[config.mk]
export PLATFORM = sky130hd
export DESIGN_NAME = inst_fetch_unit
export DESIGN_NICKNAME = d
export VERILOG_FILES = /design/src/rtl/klp32_pkg.sv /design/src/rtl/fetch_fifo.sv /design/src/rtl/inst_fetch_unit.sv
export SDC_FILE = /design/constraint.sdc
export NUM_CORES = 1
export LEC_CHECK = 0
export ABC_AREA = 1
export CORE_ASPECT_RATIO = 1.75
export CORE_MARGIN = 3
export CORE_UTILIZATION = 43
export CTS_BUF_LIST = sky130_fd_sc_hd__clkbuf_2
export DETAILED_ROUTE_END_ITERATION = 7
export PLACE_DENSITY = 0.63
export RECOVER_POWER = 25
export REMOVE_ABC_BUFFERS = 1
export SETUP_SLACK_MARGIN = 0.5
export SYNTH_ARGS = -nofsm -noshare
export SYNTH_HDL_FRONTEND = slang
export SYNTH_SLANG_ARGS = --single-unit
[constraint.sdc]
create_clock -name clk -period 4.8 [get_ports clk]
set_input_delay 0.96 -clock clk [delete_from_list [all_inputs] [get_ports clk]]
set_output_delay 0.96 -clock clk [all_outputs]
set_load 0.005 [all_outputs]
[src/rtl/klp32_pkg.sv]
`default_nettype none
// ============================================================================
//  Module      : klp32_pkg
//  Description : Shared KLP32 types and constants for the fetch stage.
//  Revision    : 1.0 - initial release
// ============================================================================
package klp32_pkg;

   localparam int XLEN = 32;
   localparam int ILEN = 32;

   typedef logic [XLEN-1:0] word_t;

   typedef struct packed {
      word_t inst;
      word_t pc;
   } fetch_entry_t;

   // Fetch status FSM encoding
   typedef logic [1:0] fetch_state_t;
   localparam logic [1:0] FS_RESET = 2'd0;
   localparam logic [1:0] FS_RUN   = 2'd1;
   localparam logic [1:0] FS_FLUSH = 2'd2;

   localparam word_t PC_STEP = 32'd4;

endpackage
`default_nettype wire

[src/rtl/fetch_fifo.sv]
`default_nettype none
// ============================================================================
//  Module      : fetch_fifo
//  Description : Synchronous FIFO with flush; wrap-bit pointers, any DEPTH>=1.
//  Revision    : 1.0 - initial release
// ============================================================================
module fetch_fifo
   import klp32_pkg::*;
#(
   parameter int  DEPTH = 4,
   parameter type T     = fetch_entry_t
) (
   input  logic                         clk,
   input  logic                         reset,
   input  logic                         push,
   input  T                             pushData,
   input  logic                         pop,
   input  logic                         flush,
   output T                             popData,
   output logic [$clog2(DEPTH+1)-1:0]   count,
   output logic                         full,
   output logic                         empty
);

   localparam int AW = (DEPTH > 1) ? $clog2(DEPTH) : 1;
   localparam int CW = $clog2(DEPTH + 1);

   T              r_mem [DEPTH];
   logic [AW:0]   r_wrPtr;
   logic [AW:0]   r_rdPtr;
   logic [AW-1:0] w_wrIdx;
   logic [AW-1:0] w_rdIdx;

   // Explicit wrap keeps the pointers correct for non-power-of-two depths
   function automatic logic [AW:0] ptrInc(input logic [AW:0] p);
      logic [AW:0] n;
      if (32'(p[AW-1:0]) == 32'(DEPTH - 1)) n = {~p[AW], {AW{1'b0}}};
      else                                  n = p + {{AW{1'b0}}, 1'b1};
      return n;
   endfunction

   assign w_wrIdx = r_wrPtr[AW-1:0];
   assign w_rdIdx = r_rdPtr[AW-1:0];
   assign empty   = (r_wrPtr == r_rdPtr);
   assign full    = (r_wrPtr[AW] != r_rdPtr[AW]) && (w_wrIdx == w_rdIdx);
   assign count   = (r_wrPtr[AW] == r_rdPtr[AW]) ?
                    CW'(32'(w_wrIdx) - 32'(w_rdIdx)) :
                    CW'(32'(DEPTH) - 32'(w_rdIdx) + 32'(w_wrIdx));
   assign popData = empty ? '0 : r_mem[w_rdIdx];

   always_ff @(posedge clk or negedge reset) begin
      if (!reset) begin
         r_wrPtr <= '0;
         r_rdPtr <= '0;
      end else if (flush) begin
         r_wrPtr <= '0;
         r_rdPtr <= '0;
      end else begin
         if (push) r_wrPtr <= ptrInc(r_wrPtr);
         if (pop)  r_rdPtr <= ptrInc(r_rdPtr);
      end
   end

   always_ff @(posedge clk) begin
      if (push && !flush) r_mem[w_wrIdx] <= pushData;
   end

endmodule
`default_nettype wire

[src/rtl/inst_fetch_unit.sv]
`default_nettype none
// ============================================================================
//  Module      : inst_fetch_unit
//  Description : Decoupled RV32I fetch stage with prefetch FIFO and redirect.
//                Optional macro FETCH_PERF_EN adds the stall_cycles counter.
//  Revision    : 1.0 - initial release
// ============================================================================
module inst_fetch_unit
   import klp32_pkg::*;
#(
   parameter int          DEPTH     = 4,
   parameter logic [31:0] RESET_PC  = 32'h0000_0000,
   parameter int          MAX_OUTST = 2
) (
   input  logic             clk,
   input  logic             reset,
   input  logic             redirect_valid,
   input  logic [XLEN-1:0]  redirect_pc,
   output logic             imem_req_valid,
   input  logic             imem_req_ready,
   output logic [XLEN-1:0]  imem_req_addr,
   input  logic             imem_rsp_valid,
   input  logic [ILEN-1:0]  imem_rsp_data,
   output logic             inst_valid,
   input  logic             inst_ready,
   output logic [ILEN-1:0]  inst_data,
   output logic [XLEN-1:0]  inst_pc
`ifdef FETCH_PERF_EN
   ,
   output logic [31:0]      stall_cycles
`endif
);

   localparam int CW = $clog2(DEPTH + 1);
   localparam int KW = $clog2(MAX_OUTST + 1);

   fetch_state_t     r_state;
   word_t            r_fetchPc;
   logic [KW-1:0]    r_kill;
   logic [KW-1:0]    w_killNext;
   logic [CW-1:0]    w_count;
   logic             w_fifoFull;
   logic             w_fifoEmpty;
   fetch_entry_t     w_head;
   fetch_entry_t     w_pushEntry;
   logic [KW-1:0]    w_pcqCount;
   logic             w_pcqFull;
   logic             w_pcqEmpty;
   word_t            w_rspPc;
   word_t            w_outst;
   logic             w_reqValid;
   logic             w_reqFire;
   logic             w_push;
   logic             w_pop;

   // Outstanding = live requests tracked in the PC queue plus stale ones still to be killed
   assign w_outst    = 32'(w_pcqCount) + 32'(r_kill);
   assign w_reqValid = (r_state != FS_RESET) && !redirect_valid && !w_pcqFull && !w_fifoFull &&
                       (w_outst < 32'(MAX_OUTST)) && ((32'(w_count) + w_outst) < 32'(DEPTH));
   assign w_reqFire  = w_reqValid && imem_req_ready;
   assign w_push     = imem_rsp_valid && !redirect_valid && (r_state != FS_FLUSH) && !w_pcqEmpty;
   assign w_pop      = !w_fifoEmpty && inst_ready && !redirect_valid;
   assign w_pushEntry = '{inst: imem_rsp_data, pc: w_rspPc};

   always_comb begin
      w_killNext = r_kill;
      if (redirect_valid)
         w_killNext = KW'(w_outst - 32'(imem_rsp_valid));
      else if (imem_rsp_valid && (r_state == FS_FLUSH))
         w_killNext = r_kill - KW'(1);
   end

   always_ff @(posedge clk or negedge reset) begin
      if (!reset) begin
         r_state   <= FS_RESET;
         r_fetchPc <= RESET_PC;
         r_kill    <= '0;
      end else begin
         r_kill  <= w_killNext;
         r_state <= (w_killNext != '0) ? FS_FLUSH : FS_RUN;
         if (redirect_valid)  r_fetchPc <= redirect_pc & ~word_t'(3);
         else if (w_reqFire)  r_fetchPc <= r_fetchPc + PC_STEP;
      end
   end

   fetch_fifo #(.DEPTH(MAX_OUTST), .T(word_t)) u_pcQueue (
      .clk      (clk),
      .reset    (reset),
      .push     (w_reqFire),
      .pushData (r_fetchPc),
      .pop      (w_push),
      .flush    (redirect_valid),
      .popData  (w_rspPc),
      .count    (w_pcqCount),
      .full     (w_pcqFull),
      .empty    (w_pcqEmpty)
   );

   fetch_fifo #(.DEPTH(DEPTH), .T(fetch_entry_t)) u_prefetch (
      .clk      (clk),
      .reset    (reset),
      .push     (w_push),
      .pushData (w_pushEntry),
      .pop      (w_pop),
      .flush    (redirect_valid),
      .popData  (w_head),
      .count    (w_count),
      .full     (w_fifoFull),
      .empty    (w_fifoEmpty)
   );

   assign imem_req_valid = w_reqValid;
   assign imem_req_addr  = r_fetchPc;
   assign inst_valid     = !w_fifoEmpty;
   assign inst_data      = w_head.inst;
   assign inst_pc        = w_head.pc;

`ifdef FETCH_PERF_EN
   logic [31:0] r_stall;

   always_ff @(posedge clk or negedge reset) begin
      if (!reset)
         r_stall <= '0;
      else if (inst_ready && w_fifoEmpty && (r_stall != 32'hFFFF_FFFF))
         r_stall <= r_stall + 32'd1;
   end

   assign stall_cycles = r_stall;
`endif

endmodule
`default_nettype wire
==> impl_metrics.csv, run 1 <==
group,metric,value,unit
die,start_util,43.94,%
sta,hold_viol,0,
worst_setup_path,cp.required,3.84,ns
yosys,syn_inst,1447,
routing,vias,10900,
cells_and_area,syn2layout_area_growth,20.96,%
cells_and_area,drive_above_1_share,11.82,%
cells_and_area,utilization,53.15,%
yosys,avgSynthCellArea,10.57,um^2
clock_network,numCtsBuffers,79,
routing,wl_per_cell,16.69,um
yosys,synth-seq-area-share,68.48,%
sta,max_freq,242.2,MHz
yosys,synth.most_common_cell,"edfxtp_1",
yosys,synth_area,15290,um^2
clock_network,cts.htree.levels,3,
yosys,synth-async-reset-ratio,12.36,%
place,post-place-ws,1.040,ns
sta,clock_skew,0.05853,ns
yosys,synth_top_area_share,61.28,%
yosys,ys_types,32,
hold_path,hold_path.class,"reg2reg",
grt,grt_usage,18.84,%
yosys,yosys_most_used_dff,"edfxtp_1",
yosys,ys_warn_count,0,
die,ios,168,
worst_setup_path,critPathCaptureType,"output pin",
yosys,yosys.area.top_type,"edfxtp_1",
worst_setup_path,crit_path_start_kind,"register",
worst_setup_path,worstSetupPathType,"reg2out",
grt,antenna_found_initial,3,
grt,grt_pass1_wl,56320,um
routing,drt_wl_total,36460,um
die,dieArea,37940,um^2
power_and_ir_drop,power_leakage,7.216,nW
run,drv_cap,1,
sta,rsz0062_at_grt,"yes",
clock_network,clk_latency,0.94,ns
die,die_x,148.5,um
status,violations,"capacitance limit, slew limit",
yosys,synth_edf_count,312,
yosys,synth_seq_cells,356,
clock_network,clkTransAtPathRegs,0.10,ns
yosys,synthTopCellsByArea,"edfxtp_1 (61%), nor2_1 (7.4%), dfrtp_1 (7.2%), nand2_1 (6.9%), o21ai_0 (4.5%)",
sta,relSlewSlack,-77.85,%
routing,ant_nets,0,
status,status,"finished, violations left",
sta,finalCritPeriodShare,86.02,%
worst_setup_path,cp.arrival,3.17,ns
clock_network,clock-sinks,356,
place,io_buffers,163,
sta,fin_crit,4.129,ns
cells_and_area,fin_nets,1739,
clock_network,cts_root_buf,"clkbuf_2",
grt,first_global_vias,10980,
place,dp_hpwl,21460,um
routing,via_per_inst,4.991,
routing,drc,0,
sta,tightest_slew,2.668,ns
place,gp_congestion,0.9033,
clock_network,tritoncts,"done",
grt,grt_max_degree,129,
grt,gr-total-overflow,0,
sta,fin_ws,0.6708,ns
clock_network,clock_path_buffers,3,
yosys,synthTopCellsByCount,"edfxtp_1 (312), nor2_1 (303), nand2_1 (281)",
worst_setup_path,cp_max_fo,17,
sta,finalHoldWorstSlack,0.5254,ns
die,die_y,255.5,um
die,core,34800,um^2
routing,drt_iter0_markers,468,
sta,finalSetupViolCount,0,
sta,slew_violations,45,
power_and_ir_drop,p_per_area,441.4,nW/um^2
power_and_ir_drop,peakVddDrop,0.2984,mV
routing,dr.pass1.iters,5,
die,rows,90,
[layout by cell type (no fill, tap or decap), types with 4 or more instances in the layout]
cell type,netlist,layout
inv_2,3,6
nor2_2,3,5
inv_1,80,77
clkbuf_2,0,115
bufinv_16,0,4
nor2_1,303,297
nor2_4,1,5
buf_4,3,21
a21oi_2,0,9
xor2_1,12,12
edfxtp_1,312,312
dlygate4sd3_1,0,32
clkinv_1,0,20
a21oi_1,67,56
ha_1,14,13
conb_1,1,6
diode_2,0,6
clkdlybuf4s50_1,0,129
o21ai_0,138,138
dfrtp_1,44,42
nand2_1,281,281
nand3b_1,4,4
or2_2,9,9
clkinv_2,1,8
nand3_1,84,83
[layer usage]
metal | track usage [%] | part of all wire (%)
met3 | 3.954 | 5.1
met2 | 34.96 | 54
met1 | 20.31 | 38
met4 | 8.220 | 2.9
met5 | 0 | 0
[per-stage QoR]
step | instance area [um^2] | setup TNS, ns | std cells | power [mW]
2_1_floorplan | 14990 | -115.65 | 1378 | 5.058
3_3_place_gp | 17440 | 0 | 2024 | 6.102
3_5_place_dp | 17440 | 0 | 2024 | 6.149
4_1_cts | 18430 | 0 | 2176 | 8.275
5_1_grt | 18490 | 0 | 2183 | 8.682
6_report | 18490 | 0 | 2184 | 8.163
[flip-flops by register name, indices dropped and copies added, names as in the netlist]
register            count
u_pcQueue.r_wrPtr       2
u_prefetch.r_rdPtr      3
u_pcQueue.r_rdPtr       2
r_kill                  2
u_pcQueue.r_mem        60
u_prefetch.r_wrPtr      3
u_prefetch.r_mem      252
imem_req_addr          30
r_state                 2
[cell type report]
class | instances | area [um^2]
Fill cell | 3094 | 16300
Sequential cell | 356 | 10480
Multi-Input combinational cell | 938 | 4319
Timing Repair Buffer | 193 | 1953
Tap cell | 460 | 575.6
Clock buffer | 114 | 570.5
Inverter | 84 | 369.1
Clock inverter | 32 | 207.7
Antenna cell | 6 | 15.01
Timing Repair inverter | 1 | 8.758
[kinds of logic after synthesis]
family / count (synthesis) / synth area share [%]
AO/OA/AOI/OAI: 208 / 6.841
XOR/XNOR: 15 / 0.8593
adder cells (fa/ha/maj): 16 / 1.408
buffers and inverters: 158 / 4.157
flip-flops: 356 / 68.48
other: 1 / 0.02453
AND/OR/NAND/NOR: 693 / 18.23
[critical path, cell delays in order (launching register included)]
cell	delay [ns]
dfrtp_4	0.52
ha_1	0.32
nand2_1	0.07
inv_1	0.07
nand3_4	0.13
bufinv_16	0.24
buf_8	0.18
a21oi_1	0.17
clkdlybuf4s50_1	0.53
[where the power goes]
| part | switching (mW) | leakage (nW) | internal, mW |
|---|---|---|---|
| registers | 0.234 | 3.39 | 3.75 |
| logic | 1.28 | 3.24 | 0.949 |
| clock network | 1.14 | 0.583 | 0.806 |
[path summary, 6_finish.rpt]
kind | start | to | slack (ns) | cells past startpoint
max in group asynchronous | reset | u_prefetch.r_rdPtr[0] | 1.97 | 2
min reg2reg | u_prefetch.r_wrPtr[2] | u_prefetch.r_wrPtr[2] | 0.53 | 1
max | u_prefetch.r_rdPtr[0] | inst_data[20] | 0.67 | 8
min in group asynchronous | reset | imem_req_addr[7] | 0.94 | 2
max reg2reg | u_pcQueue.r_rdPtr[0] | u_pcQueue.r_mem[0][27] | 1.36 | 16
min | u_prefetch.r_wrPtr[2] | u_prefetch.r_wrPtr[2] | 0.53 | 1
[timing repair]
action,4_1_cts,5_1_grt
gates cloned,2,1
resized for setup,33,4
pin swaps,3,2
buffers inserted,4,1
endpoints found under the setup margin,65,23
hold buffers,0,0
No activity file was read; power rests on OpenSTA's default activity.
==> run 2, diff against run 1 <==
--- a/config.mk
+++ b/config.mk
@@ -8,10 +8,10 @@
 export ABC_AREA = 1
 export CORE_ASPECT_RATIO = 1.75
 export CORE_MARGIN = 3
-export CORE_UTILIZATION = 43
+export CORE_UTILIZATION = 45
 export CTS_BUF_LIST = sky130_fd_sc_hd__clkbuf_2
 export DETAILED_ROUTE_END_ITERATION = 7
-export PLACE_DENSITY = 0.63
+export PLACE_DENSITY = 0.65
 export RECOVER_POWER = 25
 export REMOVE_ABC_BUFFERS = 1
 export SETUP_SLACK_MARGIN = 0.5
==> impl_metrics.csv, run 2 (synthesis gave the netlist of run 1 again) <==
group,metric,value,unit
status,status,"finished, violations left",
place,dp_hpwl,21260,um
routing,vias,10870,
worst_setup_path,crit_slowest_cell,"clkdlybuf4s50_1",
routing,drt_wl_total,36040,um
run,drv_cap,1,
status,violations,"capacitance limit, slew limit",
sta,relSlewSlack,-79.85,%
die,core,33250,um^2
sta,fin_crit,4.136,ns
clock_network,clkTransAtPathRegs,0.10,ns
grt,grt_max_degree,85,
worst_setup_path,slowest_delay,0.58,ns
grt,antenna_found_initial,2,
die,die_y,249.8,um
die,start_util,45.98,%
die,ios,168,
clock_network,tritoncts,"done",
clock_network,hold_buffers,0,
worst_setup_path,worst-path-buf-inv,3,
power_and_ir_drop,power_leakage,7.109,nW
grt,grt_pass1_wl,57000,um
clock_network,clock_path_buffers,3,
power_and_ir_drop,p_per_area,430.3,nW/um^2
worst_setup_path,cp.required,3.84,ns
routing,dr.pass1.iters,4,
clock_network,cts.htree.levels,3,
cells_and_area,instances_no_fill,2159,
clock_network,clk_latency,0.99,ns
place,dpl.cell_count,2015,
worst_setup_path,cp_max_fo,84,
grt,first_global_vias,11190,
cells_and_area,syn2layout_area_growth,19.35,%
sta,max_freq,241.8,MHz
cells_and_area,drive_above_1_share,11.66,%
cells_and_area,layout_common_cells,"edfxtp_1 (312), nor2_1 (296), nand2_1 (281), o21ai_0 (138), clkdlybuf4s50_1 (129)",
sta,finalSetupViolCount,0,
cells_and_area,regMostFlops,"u_prefetch.r_mem",
clock_network,numCtsBuffers,80,
sta,fin_tns_setup,0,ns
sta,slew_violations,45,
worst_setup_path,cp.arrival,3.18,ns
die,dieArea,36310,um^2
sta,hold_viol,0,
worst_setup_path,cp_top_family,"buffers and inverters",
sta,finalCritPeriodShare,86.17,%
die,rows,88,
routing,drc,0,
worst_setup_path,crit_chain,"clkinv_2, buf_6, o21ai_0, a21oi_1, clkdlybuf4s50_1",
place,io_buffers,163,
clock_network,cts_root_buf,"clkbuf_2",
sta,finalHoldWorstSlack,0.4910,ns
routing,via_per_inst,5.035,
worst_setup_path,critPathCaptureType,"output pin",
sta,rsz0062_at_grt,"yes",
grt,grt_usage,19.69,%
hold_path,hold_path.class,"reg2reg",
sta,clock_skew,0.09679,ns
cells_and_area,largest_reg_flops,252,
cells_and_area,layout_commonest_cell,"edfxtp_1",
worst_setup_path,crit_path_start_kind,"register",
power_and_ir_drop,peakVddDrop,0.2035,mV
clock_network,clock-sinks,356,
worst_setup_path,worstSetupPathType,"reg2out",
place,gp_congestion,0.8911,
grt,gr-total-overflow,0,
cells_and_area,fin_nets,1741,
sta,tightest_slew,2.698,ns
die,die_x,145.3,um
routing,drt_iter0_markers,528,
routing,ant_nets,0,
routing,wl_per_cell,16.69,um
==> run 2: changes by cell type in the layout (fill, tap and decap cells not counted), sizes merged <==
cell and change:
bufbuf -1, bufinv -4, buf +5, diode -4
clkinv -8, inv +2, clkbuf -5
==> run 2: metal layers <==
metal / track usage, % / vias to the layer above / wire length [um]
li1: - / 5312 / -
met1: 20.73 / 5179 / 13340
met2: 36.82 / 314 / 19550
met3: 3.688 / 66 / 1799
met4: 10.51 / 0 / 1355
met5: 0 / - / 0
==> run 2: final timing paths <==
path | start | end | slack [ns] | cells after the start
setup reg to reg | u_pcQueue.r_rdPtr[0] | imem_req_addr[16] | 1.38 | 16
hold / removal | u_prefetch.r_wrPtr[2] | u_prefetch.r_wrPtr[2] | 0.49 | 1
max in group asynchronous | reset | u_prefetch.r_rdPtr[0] | 2.06 | 1
min in group asynchronous | reset | imem_req_addr[10] | 0.84 | 1
setup / recovery | u_prefetch.r_rdPtr[0] | inst_pc[17] | 0.66 | 5
hold reg to reg | u_prefetch.r_wrPtr[2] | u_prefetch.r_wrPtr[2] | 0.49 | 1
==> run 2: where the power goes <==
group / internal (mW) / leakage, nW / switching, mW / total, mW
registers: 3.75 / 3.39 / 0.229 / 3.98
logic: 0.888 / 3.20 / 1.24 / 2.13
clock network: 0.621 / 0.522 / 1.12 / 1.74
total: 5.26 / 7.11 / 2.59 / 7.85
==> run 2: area by class of cell <==
| class | instances | area, um^2 |
|---|---|---|
| fillers | 2983 | 15000 |
| flip-flops and latches | 356 | 10480 |
| multi-input cells | 938 | 4288 |
| repair buffers | 195 | 1942 |
| well taps | 450 | 563.0 |
| clock buffers | 111 | 555.5 |
| inverters | 84 | 325.3 |
| clock inverters | 23 | 93.84 |
| diodes | 2 | 5.005 |
==> run 2: what timing repair did <==
action                                  in CTS  in global routing
gates cloned                                 0                  0
endpoints found under the setup margin      48                 23
buffers inserted                             6                  2
pin swaps                                    3                  7
endpoints found under the hold margin        0                  0
gates resized for setup                     17                 10
==> run 2: per-stage QoR <==
stage	cell area [um^2]	setup WS, ns	util [%]	power [mW]
final	18250	0.6639	54.88	7.852
after global routing	18250	0.4360	54.88	8.379
after CTS	18200	0.4875	54.74	7.951
after detailed placement	17460	1.024	52.52	6.144
after global placement	17460	1.062	52.52	6.091
after floorplan	14990	-0.8153	-	5.058
